`src/rtl/tt_pkg.sv`:
```
// Shared definitions for the truth table scanner.
// State encoding and default settle time.
package tt_pkg;

    typedef enum logic [1:0] {
        IDLE   = 2'd0,
        DRIVE  = 2'd1,
        SAMPLE = 2'd2,
        DONE   = 2'd3
    } state_e;

    localparam int DEFAULT_HOLD = 4;

endpackage

```
`src/rtl/truth_table_scanner_settle_timer.sv`:
```
// Settle counter: counts enabled cycles from 0 and flags the last
// settle cycle (count == HOLD_CYCLES-1).
module settle_timer
    import tt_pkg::*;
#(
    parameter int HOLD_CYCLES = DEFAULT_HOLD
) (
    input  logic clk,
    input  logic rst,
    input  logic clr,
    input  logic en,
    output logic expired
);

    localparam int CW = $clog2(HOLD_CYCLES + 1);

    logic [CW-1:0] r_cnt;

    always_ff @(posedge clk) begin
        if (rst || clr) begin
            r_cnt <= '0;
        end else if (en) begin
            r_cnt <= r_cnt + CW'(1);
        end
    end

    assign expired = (r_cnt == CW'(HOLD_CYCLES - 1));

endmodule

```
`src/rtl/truth_table_scanner.sv`:
```
// Walks {a,b,c} through 0..7, lets the function under test settle,
// then captures w into an 8-bit truth table.
module truth_table_scanner
    import tt_pkg::*;
#(
    parameter int HOLD_CYCLES = DEFAULT_HOLD
) (
    input  logic       clk,
    input  logic       rst,
    input  logic       start,
    input  logic       w,
    output logic       a,
    output logic       b,
    output logic       c,
    output logic [2:0] idx,
    output logic       busy,
    output logic       done,
    output logic [7:0] tbl
);

    state_e     r_state;
    logic [2:0] r_idx;
    logic       r_busy;
    logic       r_done;
    logic [7:0] r_tbl;

    logic w_expired;
    logic w_clr;
    logic w_en;

    assign w_clr = ((r_state == IDLE) && start) || (r_state == SAMPLE);
    assign w_en  = (r_state == DRIVE) && !w_expired;

    settle_timer #(
        .HOLD_CYCLES (HOLD_CYCLES)
    ) u_timer (
        .clk     (clk),
        .rst     (rst),
        .clr     (w_clr),
        .en      (w_en),
        .expired (w_expired)
    );

    always_ff @(posedge clk) begin
        if (rst) begin
            r_state <= IDLE;
            r_idx   <= 3'd0;
            r_busy  <= 1'b0;
            r_done  <= 1'b0;
            r_tbl   <= 8'h00;
        end else begin
            r_done <= 1'b0;
            unique case (r_state)
                IDLE: begin
                    if (start) begin
                        r_state <= DRIVE;
                        r_idx   <= 3'd0;
                        r_busy  <= 1'b1;
                        r_tbl   <= 8'h00;
                    end
                end
                DRIVE: begin
                    if (w_expired) begin
                        r_state <= SAMPLE;
                    end
                end
                SAMPLE: begin
                    r_tbl[r_idx] <= w;
                    // idx parks at 7 through DONE, never wraps
                    if (r_idx == 3'd7) begin
                        r_state <= DONE;
                        r_busy  <= 1'b0;
                        r_done  <= 1'b1;
                    end else begin
                        r_idx   <= r_idx + 3'd1;
                        r_state <= DRIVE;
                    end
                end
                DONE: begin
                    r_state <= IDLE;
                end
                default: begin
                    r_state <= IDLE;
                end
            endcase
        end
    end

    assign {a, b, c} = r_idx;
    assign idx       = r_idx;
    assign busy      = r_busy;
    assign done      = r_done;
    assign tbl       = r_tbl;

endmodule

```
`config.mk`:
```
export PLATFORM = sky130hd
export DESIGN_NAME = truth_table_scanner
export DESIGN_NICKNAME = d
export VERILOG_FILES = /design/src/rtl/tt_pkg.sv /design/src/rtl/truth_table_scanner_settle_timer.sv /design/src/rtl/truth_table_scanner.sv
export SDC_FILE = /design/constraint.sdc
export NUM_CORES = 1
export LEC_CHECK = 0
export BUFFER_PORTS_ARGS = -buffer_cell sky130_fd_sc_hd__buf_2
export CORE_AREA = 2 2 48 45
export CTS_CLUSTER_SIZE = 12
export DETAILED_ROUTE_END_ITERATION = 8
export DIE_AREA = 0 0 50 47
export GPL_TIMING_DRIVEN = 0
export PLACE_DENSITY_LB_ADDON = 0.1
export SYNTH_ARGS = -nofsm -noshare
export SYNTH_HDL_FRONTEND = slang
export SYNTH_HIERARCHICAL = 1
export SYNTH_SLANG_ARGS = --single-unit
```
`constraint.sdc`:
```
create_clock -name clk -period 2.2 [get_ports clk]
set_input_delay 0.22 -clock clk [delete_from_list [all_inputs] [get_ports clk]]
set_output_delay 0.22 -clock clk [all_outputs]
set_load 0.1 [all_outputs]
```
==> flow_summary.ini <==
[outcome]
status = finished, final reports clean

[placed_design]
gp_congestion = 0.8388
preCtsSetupSlack_ns = 0.4317
port-buffer-count = 19
dp_hpwl_um = 1304

[cts]
clkTransAtPathRegs_ns = 0.10
h-tree-depth = 1
ctsRootBufferMaster = clkbuf_4
cts_sinks = 18
postCtsHoldBufs = 0
cts_resized = 0
cts_made_buffers = 3
clkLatencyLatePin_ns = 0.29
cts_tree = yes
clk_path_buf_depth = 2
cts_setup_buffers = 0

[logic_synthesis]
synth_edf_count = 0
syn_avg_cell_area_um2 = 9.810
seq_area_frac_synth = 0.3908
ys.flop_type = dfxtp_1
syn-cell-area_um2 = 922.1
syn_nets = 103
synth-compound-area-share = 0.1588
synth_xor_area_frac = 0.009498
synth_cell_types = 34
ys_warn_count = 6
synth-simple-area-share = 0.2727
synthMuxAreaShare = 0.02307
synthArstFlopShare = 0
synthAdderAreaFrac = 0.06784
netlist_instances = 94
yosys_register_bits = 18
synth_top_family_by_area = simple AND/OR/NAND/NOR gates

[worst_hold_path]
min_from = rst
hold_depth = 2
hold_class = in2reg
hold_path_end = u_timer/r_cnt[0]$_SDFFE_PP0P_

[layout]
fin_util = 0.5764
areaGrowthSynthToFinish_pct = 16.15
drive_gt1_frac = 0.4224
fin_nets = 127
antenna_cells = 0
num-fill-cells = 189

[die]
num_rows = 15
die_y_um = 47
die_area_um2 = 2350
die_w_um = 50
initial_core_util = 0.4963
coreArea_um2 = 1858
io_pins = 20

[timing]
fmax_mhz = 562.3
finClkSkew_ns = 0.005460
hold_viol = 0
rsz0062_at_grt = no
tightest_slew_ns = 0.7410
fin_ws_ns = 0.4215
fin_setup_tns_ns = 0
slew_viol_final = 0
relSlewSlack = 0.5049
layout_worst_path_cycle_share = 0.8084
fin_crit_ns = 1.779
finalSetupViolCount = 0

[detailed_routing]
drc = 0
vias = 732
drt-wirelength-per-cell_um = 12.62
ant_nets = 0
routed_via_density = 5.191
drtIter0Drc = 7
firstDrtPassIters = 4
routed_wl_um = 1779

[power_and_ir_drop]
switching_share = 0.2613
ir_drop_uv = 355.6
power_frac_seq = 0.595
internal-power_w = 0.0004172
clockPowerShare = 0.292
total_leakage_power_nw = 0.4641
p_per_area_nw_per_um2 = 527.3
p_comb_frac = 0.113
total_power_w = 0.0005648
p_sw_w = 0.0001476

[worst_setup_path]
reg2reg_to = u_timer/r_cnt[1]$_SDFFE_PP0P_
crit_required_ns = 2.39
crit_path_start_kind = flop
critPathKind = reg2reg
cp.arrival_ns = 1.96
cp-end-kind = flop
path_max_fanout = 5
regToRegSetupSlack_ns = 0.42
r2r-start = u_timer/r_cnt[0]$_SDFFE_PP0P_
rr_worst_depth = 5

[global_route]
grt_max_degree = 11
gr-total-overflow = 0
grt_antenna_before_repair = 0
grt_pass1_wl_um = 2939
grt_pass1_vias = 662
grtUsageTotal = 0.1732

[flow_run]
maxCapViolCount = 0
[per-stage QoR]
step	instances	hold WS [ns]	cell area [um2]
3_3_place_gp	138	0.4590	1049
5_1_grt	141	0.1475	1071
6_report	141	0.1598	1071
3_5_place_dp	138	0.4646	1049
4_1_cts	141	0.1502	1071
2_1_floorplan	94	0.2909	922.1
[cells in the mapped netlist, types with 2 or more instances]
cell       n  share of area
dfxtp_1   18           0.39
nor3_2     2          0.022
nor2b_1    3          0.020
a22o_1     2          0.019
nand2_1    8          0.033
ha_1       5          0.068
buf_6      2          0.024
nor2_1     4          0.016
o21ai_0    2          0.011
nand2b_1   3          0.020
nand3_1    3          0.016
inv_1      3          0.012
a21oi_1    3          0.016
buf_2      2          0.011
nor3_1     6          0.033
buf_4      3          0.024
a31o_2     8          0.076
[area by class of cell]
type / count / area (um2) / area share
Tap cell: 25 / 31.28 / 0.02921
Buffer: 8 / 60.06 / 0.05607
Multi-Input combinational cell: 65 / 490.5 / 0.4579
Clock buffer: 3 / 22.52 / 0.02103
Sequential cell: 18 / 360.3 / 0.3364
Inverter: 3 / 11.26 / 0.01051
Timing Repair Buffer: 19 / 95.09 / 0.08878
[cells by family after synthesis]
logic type / after synthesis
AO/OA/AOI/OAI: 18
adder cells (fa/ha/maj): 5
flip-flops: 18
XOR/XNOR: 1
AND/OR/NAND/NOR: 39
multiplexers: 2
buffers and inverters: 11
[per-layer routing]
metal,GRT usage,vias up,share of wire
met5,0,-,0
met1,0.2275,334,0.52
met2,0.2605,14,0.43
met4,0.1056,0,0.0084
li1,-,382,-
met3,0.04459,2,0.043
[registers in the layout, summed over array words and instances, names as in the netlist]
name / cells
done: 1
r_state: 2
idx: 3
u_timer/r_cnt: 3
tbl: 8
busy: 1
[worst max-delay path by stage]
stage | startpoint | to | slack [ns] | cells past startpoint
5_1_grt | u_timer/r_cnt[0]$_SDFFE_PP0P_ | u_timer/r_cnt[2]$_SDFFE_PP0P_ | 0.26 | 5
3_3_place_gp | u_timer/r_cnt[0]$_SDFFE_PP0P_ | u_timer/r_cnt[1]$_SDFFE_PP0P_ | 0.46 | 5
4_1_cts | u_timer/r_cnt[0]$_SDFFE_PP0P_ | u_timer/r_cnt[2]$_SDFFE_PP0P_ | 0.42 | 5
6_report | u_timer/r_cnt[0]$_SDFFE_PP0P_ | u_timer/r_cnt[1]$_SDFFE_PP0P_ | 0.42 | 5
2_1_floorplan | idx[0]$_SDFFE_PP0P_ | idx[0]$_SDFFE_PP0P_ | 0.21 | 5
3_5_place_dp | u_timer/r_cnt[0]$_SDFFE_PP0P_ | u_timer/r_cnt[1]$_SDFFE_PP0P_ | 0.43 | 5
[power by group through the flow]
stage,Combinational [W],Clock [W],Sequential (W)
2_1_floorplan,0.0000391,0,0.000355
3_3_place_gp,0.0000628,0,0.000343
3_5_place_dp,0.0000638,0,0.000344
4_1_cts,0.0000642,0.000168,0.000336
5_1_grt,0.0000699,0.000181,0.000337
6_report,0.0000640,0.000165,0.000336
[worst max-delay path, stage by stage (launching register included)]
cell and delay, ns:
dfxtp_1 0.34, ha_1 0.20, ha_1 0.19, nor3b_1 0.61, mux2i_1 0.29, nor3_2 0.05
[cell usage in the layout, fill, tap and decap left out, types with 2 or more instances in the layout]
cell type and instances:
a21oi_1 3, a22o_1 2, a31o_2 8, buf_2 21, buf_4 3, buf_6 2
clkbuf_4 3, dfxtp_1 18, ha_1 5, inv_1 3, nand2_1 8, nand2b_1 3
nand3_1 3, nor2_1 4, nor2b_1 3, nor3_1 6, nor3_2 2, o21ai_0 2
(Power assumes the default switching activity.)
